`config.mk`:
```
export PLATFORM = sky130hd
export DESIGN_NAME = hilo_result_unit_flat
export DESIGN_NICKNAME = d
export VERILOG_FILES = /design/src/rtl/hilo_if.sv /design/src/rtl/hilo_result_unit.sv /design/src/flat_wrapper.sv
export SDC_FILE = /design/constraint.sdc
export NUM_CORES = 1
export LEC_CHECK = 0
export ABC_CLOCK_PERIOD_IN_PS = 1900
export CAP_MARGIN = 20
export CORE_UTILIZATION = 30
export DETAILED_ROUTE_END_ITERATION = 12
export GPL_TIMING_DRIVEN = 1
export HOLD_SLACK_MARGIN = 0.05
export PLACE_DENSITY = 0.7
export SKIP_CTS_REPAIR_TIMING = 1
export SLEW_MARGIN = 20
export SYNTH_ARGS = -nofsm -noshare
export SYNTH_HDL_FRONTEND = slang
export SYNTH_SLANG_ARGS = --single-unit
```
`constraint.sdc`:
```
create_clock -name clk -period 1.9 [get_ports clk]
set_clock_uncertainty 0.1 [all_clocks]
set_input_delay 0.38 -clock clk [delete_from_list [all_inputs] [get_ports clk]]
set_output_delay 0.38 -clock clk [all_outputs]
set_load 0.005 [all_outputs]
```
`src/rtl/hilo_if.sv`:
```
// hilo_if: result/issue/move/read bundle between the datapath and the HI/LO result unit.
interface hilo_if #(parameter int WORD = 32);
    logic            issue, issue_ready;
    logic            mul_valid, mul_ready;
    logic [2*WORD-1:0] mul_prod;
    logic            div_valid, div_ready;
    logic [WORD-1:0] div_quot, div_rem;
    logic            mt_hi, mt_lo;
    logic [WORD-1:0] mt_data;
    logic            rd_hi, rd_lo;
    logic [WORD-1:0] rd_data;
    logic            rd_valid, stall;
    logic [WORD-1:0] hi, lo;
    logic [1:0]      pend;
    logic            err;

    modport master (
        output issue, mul_valid, mul_prod, div_valid, div_quot, div_rem,
               mt_hi, mt_lo, mt_data, rd_hi, rd_lo,
        input  issue_ready, mul_ready, div_ready, rd_data, rd_valid, stall,
               hi, lo, pend, err
    );
    modport slave (
        input  issue, mul_valid, mul_prod, div_valid, div_quot, div_rem,
               mt_hi, mt_lo, mt_data, rd_hi, rd_lo,
        output issue_ready, mul_ready, div_ready, rd_data, rd_valid, stall,
               hi, lo, pend, err
    );
endinterface

```
`src/rtl/hilo_result_unit.sv`:
```
// hilo_result_unit: commits mul/div results to HI/LO, serves mf/mt accesses, interlocks on in-flight ops.
module hilo_result_unit #(
    parameter int WORD     = 32,
    parameter int MAX_PEND = 2
) (
    input logic   clk,
    input logic   clr,
    hilo_if.slave bus
);
    logic idle, retire, take;

    assign idle            = bus.pend == 2'd0;
    assign bus.mul_ready   = bus.mul_valid & ~idle;
    assign bus.div_ready   = bus.div_valid & ~idle & ~bus.mul_valid;
    assign retire          = bus.mul_ready | bus.div_ready;
    assign bus.issue_ready = (bus.pend < 2'(MAX_PEND)) | retire;
    assign take            = bus.issue & bus.issue_ready;
    assign bus.stall       = (bus.mt_hi | bus.mt_lo | bus.rd_hi | bus.rd_lo) & ~idle;

    always_ff @(posedge clk or negedge clr) begin
        if (!clr) begin
            bus.hi       <= '0;
            bus.lo       <= '0;
            bus.rd_data  <= '0;
            bus.rd_valid <= 1'b0;
            bus.pend     <= 2'd0;
            bus.err      <= 1'b0;
        end else begin
            bus.pend     <= bus.pend + 2'(take) - 2'(retire);
            bus.err      <= bus.err | ((bus.mul_valid | bus.div_valid) & idle);
            bus.rd_valid <= (bus.rd_hi | bus.rd_lo) & idle;
            // reads sample the pre-edge registers, so a same-cycle move-to is not visible
            if ((bus.rd_hi | bus.rd_lo) & idle)
                bus.rd_data <= bus.rd_hi ? bus.hi : bus.lo;
            if (bus.mul_ready) begin
                bus.hi <= bus.mul_prod[2*WORD-1:WORD];
                bus.lo <= bus.mul_prod[WORD-1:0];
            end else if (bus.div_ready) begin
                bus.hi <= bus.div_rem;
                bus.lo <= bus.div_quot;
            end else if (idle) begin
                if (bus.mt_hi) bus.hi <= bus.mt_data;
                if (bus.mt_lo) bus.lo <= bus.mt_data;
            end
        end
    end
endmodule
```
`src/flat_wrapper.sv`:
```
// flat-port wrapper written by rule: the top's interface ports become plain ports
module hilo_result_unit_flat 
#(
    parameter int WORD     = 32,
    parameter int MAX_PEND = 2
)
  (clk, clr, bus_issue, bus_mul_valid, bus_mul_prod, bus_div_valid, bus_div_quot, bus_div_rem, bus_mt_hi, bus_mt_lo, bus_mt_data, bus_rd_hi, bus_rd_lo, bus_issue_ready, bus_mul_ready, bus_div_ready, bus_rd_data, bus_rd_valid, bus_stall, bus_hi, bus_lo, bus_pend, bus_err);
  hilo_if #(.WORD(WORD)) bus_i ();
  input logic clk;
  input logic clr;
  input wire logic [$bits(bus_i.issue)-1:0] bus_issue;
  input wire logic [$bits(bus_i.mul_valid)-1:0] bus_mul_valid;
  input wire logic [$bits(bus_i.mul_prod)-1:0] bus_mul_prod;
  input wire logic [$bits(bus_i.div_valid)-1:0] bus_div_valid;
  input wire logic [$bits(bus_i.div_quot)-1:0] bus_div_quot;
  input wire logic [$bits(bus_i.div_rem)-1:0] bus_div_rem;
  input wire logic [$bits(bus_i.mt_hi)-1:0] bus_mt_hi;
  input wire logic [$bits(bus_i.mt_lo)-1:0] bus_mt_lo;
  input wire logic [$bits(bus_i.mt_data)-1:0] bus_mt_data;
  input wire logic [$bits(bus_i.rd_hi)-1:0] bus_rd_hi;
  input wire logic [$bits(bus_i.rd_lo)-1:0] bus_rd_lo;
  output wire logic [$bits(bus_i.issue_ready)-1:0] bus_issue_ready;
  output wire logic [$bits(bus_i.mul_ready)-1:0] bus_mul_ready;
  output wire logic [$bits(bus_i.div_ready)-1:0] bus_div_ready;
  output wire logic [$bits(bus_i.rd_data)-1:0] bus_rd_data;
  output wire logic [$bits(bus_i.rd_valid)-1:0] bus_rd_valid;
  output wire logic [$bits(bus_i.stall)-1:0] bus_stall;
  output wire logic [$bits(bus_i.hi)-1:0] bus_hi;
  output wire logic [$bits(bus_i.lo)-1:0] bus_lo;
  output wire logic [$bits(bus_i.pend)-1:0] bus_pend;
  output wire logic [$bits(bus_i.err)-1:0] bus_err;
  assign bus_i.issue = bus_issue;
  assign bus_i.mul_valid = bus_mul_valid;
  assign bus_i.mul_prod = bus_mul_prod;
  assign bus_i.div_valid = bus_div_valid;
  assign bus_i.div_quot = bus_div_quot;
  assign bus_i.div_rem = bus_div_rem;
  assign bus_i.mt_hi = bus_mt_hi;
  assign bus_i.mt_lo = bus_mt_lo;
  assign bus_i.mt_data = bus_mt_data;
  assign bus_i.rd_hi = bus_rd_hi;
  assign bus_i.rd_lo = bus_rd_lo;
  assign bus_issue_ready = bus_i.issue_ready;
  assign bus_mul_ready = bus_i.mul_ready;
  assign bus_div_ready = bus_i.div_ready;
  assign bus_rd_data = bus_i.rd_data;
  assign bus_rd_valid = bus_i.rd_valid;
  assign bus_stall = bus_i.stall;
  assign bus_hi = bus_i.hi;
  assign bus_lo = bus_i.lo;
  assign bus_pend = bus_i.pend;
  assign bus_err = bus_i.err;
  hilo_result_unit #(.WORD(WORD), .MAX_PEND(MAX_PEND)) u_core (.clk(clk), .clr(clr), .bus(bus_i));
endmodule
```
======== Word-level counts from Yosys, hierarchy flattened ========
Index checks and enable logic that the tools add are counted.
word-level totals
  register bits after elaboration ......... 100
  input bits .............................. 169
cells by class
  $lt $le $gt $ge ......................... 1
  $add $sub $neg .......................... 2
  reductions and logical operators ........ 6
  multiplexer cells ....................... 9
  bitwise gates (word level) .............. 17
operator list
  operator              count
  $mux W32              9
  $reduce_bool A3 Y1    3
  $or A1 B1 Y1          8
  $and A1 B1 Y1         7
  $reduce_and A2 Y1     2
  $add A2 B1 Y2         1
  $logic_not A2 Y1      1
  $lt A2 B2 Y1 const B  1
  $not A1 Y1            2
  $sub A2 B1 Y2         1

======== Depth between registers and ports, before layout ========
Gate-level depths: netlist of the first run.
  depth in word-level cells ............... 9
  mapped depth ............................ 8
  gate-level depth less buffers ........... 7

======== Least setup slack after synthesis of the first run ========
No wires, ideal clock.
  kind .................................... flip-flop to flip-flop
  start point ............................. register u_core.bus.pend[1] (netlist name)
  end point ............................... register u_core.bus.pend[1] (netlist name)
  slack ................................... 6 ps
  buffers on the path ..................... 1
  data arrival time ....................... 1672 ps
  clock period less this slack ............ 1894 ps
  setup time .............................. 123 ps
  stages on the path, launching flop included .. 9
  path through ............................ dfrtp_1 -> nor2_1 -> nor2_1 -> buf_2 -> ha_1 -> inv_1 -> ha_1 -> xnor2_1 -> xnor2_1
on the way
  word-level cells in the longest chain between the ends .. 9
  elaborated cells on any way between the ends .. 11
  classes of those cells .................. 2 x add/sub; 1 x order compare; 7 x bitwise; 1 x reduce/logical
ends and longest elaborated chain
  item                        RTL line                                        text
  start, declared             hilo_if.sv:27                                   hi, lo, pend, err
  start signal, assigned      hilo_result_unit.sv:29                          bus.pend <= bus.pend + 2'(take) - 2'(retire);
  $logic_not A2 Y1            hilo_result_unit.sv:12                          assign idle = bus.pend == 2'd0;
  $not A1 Y1                  hilo_result_unit.sv:13, hilo_result_unit.sv:14
  $and A1 B1 Y1 (2 in a row)  hilo_result_unit.sv:14                          assign bus.div_ready = bus.div_valid & ~idle & ~bus.mul_valid;
  $or A1 B1 Y1                hilo_result_unit.sv:15                          assign retire = bus.mul_ready | bus.div_ready;
  $or A1 B1 Y1                hilo_result_unit.sv:16                          assign bus.issue_ready = (bus.pend < 2'(MAX_PEND)) | retire;
  $and A1 B1 Y1               hilo_result_unit.sv:17                          assign take = bus.issue & bus.issue_ready;
  $add A2 B1 Y2               hilo_result_unit.sv:29
  $sub A2 B1 Y2 *             hilo_result_unit.sv:29
Every way passes the cells marked *; elsewhere a longest branch is shown, timed or not.
A chain may end at the register's enable or synchronous reset.

======== Worst setup path in the final report of the first run ========
  start point ............................. register u_core.bus.pend[1] (netlist name)
  end point ............................... output bus_pend[1]
RTL lines
  item           RTL line            text
  end, declared  flat_wrapper.sv:30  output wire logic [$bits(bus_i.pend)-1:0] bus_pend;
No word-level cell between the ends.

==> results of run 1 <==
-- through the flow --
step / total power [uW] / util
final: 11710 / 0.5142
after global routing: 12570 / 0.5142
after CTS: 11890 / 0.5124
after detailed placement: 10050 / 0.4951
after global placement: 9955 / 0.4951
after floorplan: 6444 / -
-- report_power, final --
part           switching [uW]  leakage (uW)  total, uW  internal [uW]
Sequential                761       0.00115       3980           3210
Clock                     814      0.000134       1770            960
Combinational            2490       0.00223       5960           3470
Total                    4060       0.00351      11700           7640
-- kinds of logic after synthesis --
family | Yosys count
muxes | 34
buffers and inverters | 53
adders and majority gates | 2
AOI/OAI and AO/OA | 164
and+or+nand+nor | 199
xor gates and xnor gates | 2
DFF | 100
-- routing by layer --
layer	routed length (um)	share of wire	track usage
met1	7138	0.41	0.2449
met2	8777	0.51	0.3502
met3	1092	0.063	0.04528
met4	198	0.011	0.05303
met5	13	0.00075	0
-- synth_stat cells --
cell type / instances
buf_6: 2
a2bb2o_1: 2
buf_1: 1
and2_1: 61
mux2i_4: 2
buf_4: 2
nor2_1: 70
o22ai_1: 64
dfrtp_1: 100
nor3b_1: 2
o21ai_1: 2
xnor2_1: 2
or2_1: 1
o31ai_2: 2
a21o_1: 1
nand2b_1: 1
clkbuf_1: 13
o31ai_1: 58
a221oi_1: 2
nand2_1: 63
mux2i_1: 32
buf_2: 30
a21oi_1: 33
ha_1: 2
or2_2: 1
inv_1: 5
-- placed cells by master, fill, tap and decap left out, types with 3 or more instances in the layout --
master / n
dfrtp_1: 100
buf_4: 19
clkdlybuf4s50_1: 264
clkinvlp_4: 3
clkbuf_16: 9
inv_1: 4
a21oi_1: 33
nor2_1: 67
and2_1: 61
buf_12: 10
o31ai_1: 58
nand2_1: 63
dlymetal6s2s_1: 6
o22ai_1: 64
mux2i_1: 32
-- final timing paths --
kind	start	cells after the start	endpoint
max	u_core.bus.pend[1]	2	bus_pend[1]
min	u_core.bus.err	1	u_core.bus.err
max reg2reg	u_core.bus.pend[1]	4	u_core.bus.hi[25]
min reg2reg	u_core.bus.err	1	u_core.bus.err
max in group asynchronous	clr	3	u_core.bus.hi[10]
min in group asynchronous	clr	3	u_core.bus.rd_data[1]
-- state kept, by name, summed over array words and instances (netlist names) --
signal and flops:
u_core.bus.lo 32, u_core.bus.err 1, u_core.bus.hi 32, u_core.bus.rd_data 32
u_core.bus.pend 2, u_core.bus.rd_valid 1
-- layout make-up --
cell class | count | area [sq um]
Fill cell | 1588 | 8114
Timing Repair Buffer | 301 | 3075
Sequential cell | 100 | 2502
Multi-Input combinational cell | 401 | 2424
Tap cell | 220 | 275.3
Clock buffer | 11 | 252.7
Clock inverter | 5 | 36.28
Inverter | 5 | 18.77
Antenna cell | 1 | 2.502
==> summary.txt, run 1 <==
Status - finished clean
Routed Antenna Nets - 0
Io pins - 273
Post-Syn Area - 5165 sq um
CP startpoint kind - register
Static leakage - 0.003508 uW
Share of the synthesized area in the top cell type - 0.4845
Largest net degree at the start of global routing - 101
Cells after synthesis - 554
Clk Tree Root Cell - clkbuf_16
WS Path Type - register to primary output
Avg WL per Cell - 16.49 um
Layout cell share with drive strength beyond 1 - 0.06926
Post-synthesis simple-gate area fraction - 0.1771
Hold_ws - 355.1 ps
Core area - 16700 sq um
Crit path buf inv count - 2
Clock sinks - 100
Mux share of post-synthesis cell area - 0.07074
Final cycle utilization of the critical path - 0.9549
Fin nets - 989
Final setup viols - 0
Worst slack, placed - -263.9 ps
Yosys cell types - 26
Largest fanout on the critical path - 3
Crit path cell chain - buf_4, clkdlybuf4s50_1
Placed cells - 1026
GRT overflow - 0
CP required - 1420 ps
Global-route wire length before repair - 27430 um
Core Rows - 47
Vias in the first global route - 5038
CP max stage delay - 490 ps
Chip width - 133.2 um
Routed WL - 17220 um
Seq/Total Area, Yosys - 0.4845
Max VDD drop - 0.0006653 V
Slew headroom - 0.5772
Minimum clock period - 1814 ps
Non-filler cells, final - 1044
Setup TNS - 0 ps
H-tree depth - 3
Clock buffer count from CTS - 9
Area Overhead vs Synth - 66.25%
Max frequency - 0.5512 GHz
R2R Setup Slk - 120 ps
Clk_lat worst skew - 340 ps
Hold/Removal Path Class - register to register
XOR/XNOR Fraction of Synth Area - 0.003391
Largest family of logic cells by synthesized area - compound AO/OA/AOI/OAI gates
Maximum clock path buffer count - 2
Fin. Hold Viols - 0
Reg clk slew, reported paths - 70 ps
Ranking of synthesized cells by area - dfrtp_1 (48%), o31ai_1 (8.4%), o22ai_1 (7.8%)
Placed cell areas - 8268 sq um
CTS tree - done
Number of synthesized register bits - 100
Arrival @ worst endpoint - 1330 ps
Slowest-stage cell, CP - clkdlybuf4s50_1
TritonRoute pass-1 iters - 4
GRT Total Usage - 0.1993
Unrepaired setup endpoints after global routing - false
HPWL Detailed - 12450 um
Cell area after layout - 8587 sq um
Max Cap Viol - 0
Routability Congestion - 0.7775
Syn Nets - 725
Initial Utilization - 0.3093
PwrDens - 1363 nW/um^2
Post-route setup slack - 85.72 ps
Die area - 17740 sq um
Drt drc - 0
CP delay by family, top - buffers and inverters
Initial antenna violation count - 2
Slew Viols, Final - 0
YS warnings - 0
Compound-gate portion of the synthesized area - 0.2093
Die Height - 133.2 um
Crit. End Element - primary output
Number of port buffers - 272
Synth Area in Adders - 0.004845
Vias per Instance - 4.835
Drt initial violations - 203
Synthesized area per cell - 9.323 sq um
Yosys top cell by area - dfrtp_1
Slew of the pin with the lowest slew margin - 634.2 ps
Vias - 5048
Power figures use the tool's default switching activity.
==> run 2, diff against run 1 <==
--- a/config.mk
+++ b/config.mk
@@ -11,7 +11,7 @@
 export DETAILED_ROUTE_END_ITERATION = 12
 export GPL_TIMING_DRIVEN = 1
 export HOLD_SLACK_MARGIN = 0.05
-export PLACE_DENSITY = 0.7
+export PLACE_DENSITY_LB_ADDON = 0.3
 export SKIP_CTS_REPAIR_TIMING = 1
 export SLEW_MARGIN = 20
 export SYNTH_ARGS = -nofsm -noshare
==> run 2 against run 1 <==
  * Clock power increased by 9.6%
  * Worst setup slack hardly changed
  * Global-route usage is 0.49 points higher
  * Cell count shrank 0.57%
==> summary.txt, run 2 (synthesized netlist as in run 1, its figures left out) <==
Status - finished clean
R2R Path End - u_core.bus.lo[30]
Post-route setup slack - 85.77 ps (+0.05000 ps)
Unrepaired setup endpoints after global routing - false
Area Overhead vs Synth - 65.99%
Placed cell areas - 8230 sq um (-0.45%)
Hold depth - 1 (unchanged)
GRT overflow - 0 (unchanged)
PwrDens - 1388 nW/um^2 (+1.8%)
H-tree depth - 3 (unchanged)
HPWL Detailed - 12620 um (+1.4%)
Slew of the pin with the lowest slew margin - 653.0 ps (+18.84 ps)
Worst Reg2Reg Path Length in Cells - 4 (unchanged)
Io pins - 273 (unchanged)
Vias per Instance - 4.851 (+0.32%)
Fin nets - 984 (-0.51%)
R2R Setup Slk - 140 ps (+20 ps)
Chip width - 133.2 um (unchanged)
Hold Startpoint - u_core.bus.err
FILL cells - 1578 (-0.63%)
Routed Antenna Nets - 0 (unchanged)
Die Height - 133.2 um (unchanged)
Final setup viols - 0 (unchanged)
Number of port buffers - 272 (unchanged)
Largest regs - u_core.bus.hi x32, u_core.bus.lo x32, u_core.bus.rd_data x32
Max VDD drop - 0.0005796 V (-13%)
Core area - 16700 sq um (unchanged)
Clk Tree Root Cell - clkbuf_16
TritonRoute pass-1 iters - 4 (unchanged)
Maximum clock path buffer count - 2 (unchanged)
Routability Congestion - 0.7792 (+0.22%)
Cell area after layout - 8573 sq um (-0.16%)
Crit. End Element - primary output
Most frequent cells in the layout - clkdlybuf4s50_1 (264), dfrtp_1 (100), nor2_1 (68)
Worst slack, placed - -323.6 ps (-59.67 ps)
Non-filler cells, final - 1038 (-0.57%)
GRT Total Usage - 0.2042 (+0.004906)
Commonest non-fill, non-tap cell in the layout - clkdlybuf4s50_1
Static leakage - 0.003507 uW (about the same)
Clock buffer count from CTS - 9 (unchanged)
Final cycle utilization of the critical path - 0.9549 (about the same)
Fin. Hold Viols - 0 (unchanged)
Initial Utilization - 0.3093 (unchanged)
Vias - 5035 (-0.26%)
Initial antenna violation count - 1 (-1)
Slew headroom - 0.5647 (-0.01256)
Routed WL - 17420 um (+1.1%)
Clk_lat worst skew - 340 ps (about the same)
Largest net degree at the start of global routing - 65 (-36%)
Hold/Removal Path Class - register to register
CTS tree - done
Drt initial violations - 181 (-11%)
Slew Viols, Final - 0 (unchanged)
Core Rows - 47 (unchanged)
Reg clk slew, reported paths - 70 ps (about the same)
Drt drc - 0 (unchanged)
Arrival @ worst endpoint - 1330 ps (about the same)
CP startpoint kind - register
Max frequency - 0.5512 GHz (about the same)
End of the worst hold path - u_core.bus.err
Avg WL per Cell - 16.78 um (+1.7%)
Die area - 17740 sq um (unchanged)
Largest fanout on the critical path - 3 (unchanged)
WS Path Type - register to primary output
Clock sinks - 100 (unchanged)
Worst reg2reg path startpoint - u_core.bus.pend[0]
Vias in the first global route - 5218 (+3.6%)
CP required - 1420 ps (about the same)
Layout cell share with drive strength beyond 1 - 0.05998 (-0.009283)
Minimum clock period - 1814 ps (-0.05000 ps)
Max Cap Viol - 0 (unchanged)
Placed cells - 1021 (-0.49%)
Global-route wire length before repair - 28200 um (+2.8%)
[run 2: layer usage]
layer  routed length, um  global-route usage  share of wire
met5                   0                   0              0
met4                 236             0.05871          0.014
met3                1165             0.05441          0.067
met2                8487              0.3479           0.49
met1                7525              0.2533           0.43
[run 2: report_power, final]
part           internal, uW  switching (uW)  total [uW]
sequential             3210             787        4000
combinational          3470            2490        5960
clock                  1140             800        1940
total                  7830            4070       11900
[run 2: layout make-up]
type / count / area [sq um] / area share
antenna: 1 / 2.502 / 0.0002919
clock buffer: 10 / 229.0 / 0.02671
clock inverter: 5 / 77.57 / 0.009048
inverter: 5 / 18.77 / 0.002189
multi-input combinational: 401 / 2426 / 0.2830
sequential: 100 / 2502 / 0.2919
tap: 220 / 275.3 / 0.03211
timing repair buffer: 296 / 3042 / 0.3548
[run 2: worst max-delay path by stage]
stage,startpoint,to,slack [ps]
finish,u_core.bus.pend[1],bus_pend[1],90
global route,u_core.bus.pend[0],u_core.bus.lo[2],30
CTS,bus_mul_valid,bus_mul_ready,-330
detailed placement,bus_mul_valid,bus_mul_ready,-320
global placement,bus_mul_valid,bus_mul_ready,-320
floorplan,u_core.bus.pend[1],u_core.bus.pend[1],6
[run 2: stage by stage]
step	utilization	setup TNS (ps)	total power (uW)	hold WS [ps]
finish	0.5133	0	11900	360.4
global placement	0.4928	-13710	9991	302.6
global route	0.5133	0	12820	392.2
detailed placement	0.4928	-15660	10090	302.7
CTS	0.5112	-1119	12090	-71.12
floorplan	-	0	6444	-15.59
[run 2: worst max-delay path, cell delays in order (launching register included)]
cell and delay, ps:
dfrtp_1 370, buf_4 140, clkdlybuf4s50_1 490
==> run 3, diff against run 2 <==
--- a/config.mk
+++ b/config.mk
@@ -6,7 +6,6 @@
 export NUM_CORES = 1
 export LEC_CHECK = 0
 export ABC_CLOCK_PERIOD_IN_PS = 1900
-export CAP_MARGIN = 20
 export CORE_UTILIZATION = 30
 export DETAILED_ROUTE_END_ITERATION = 12
 export GPL_TIMING_DRIVEN = 1
==> results of run 3 <==
The final DEF is identical to that of run 2; final timing and power are the same.
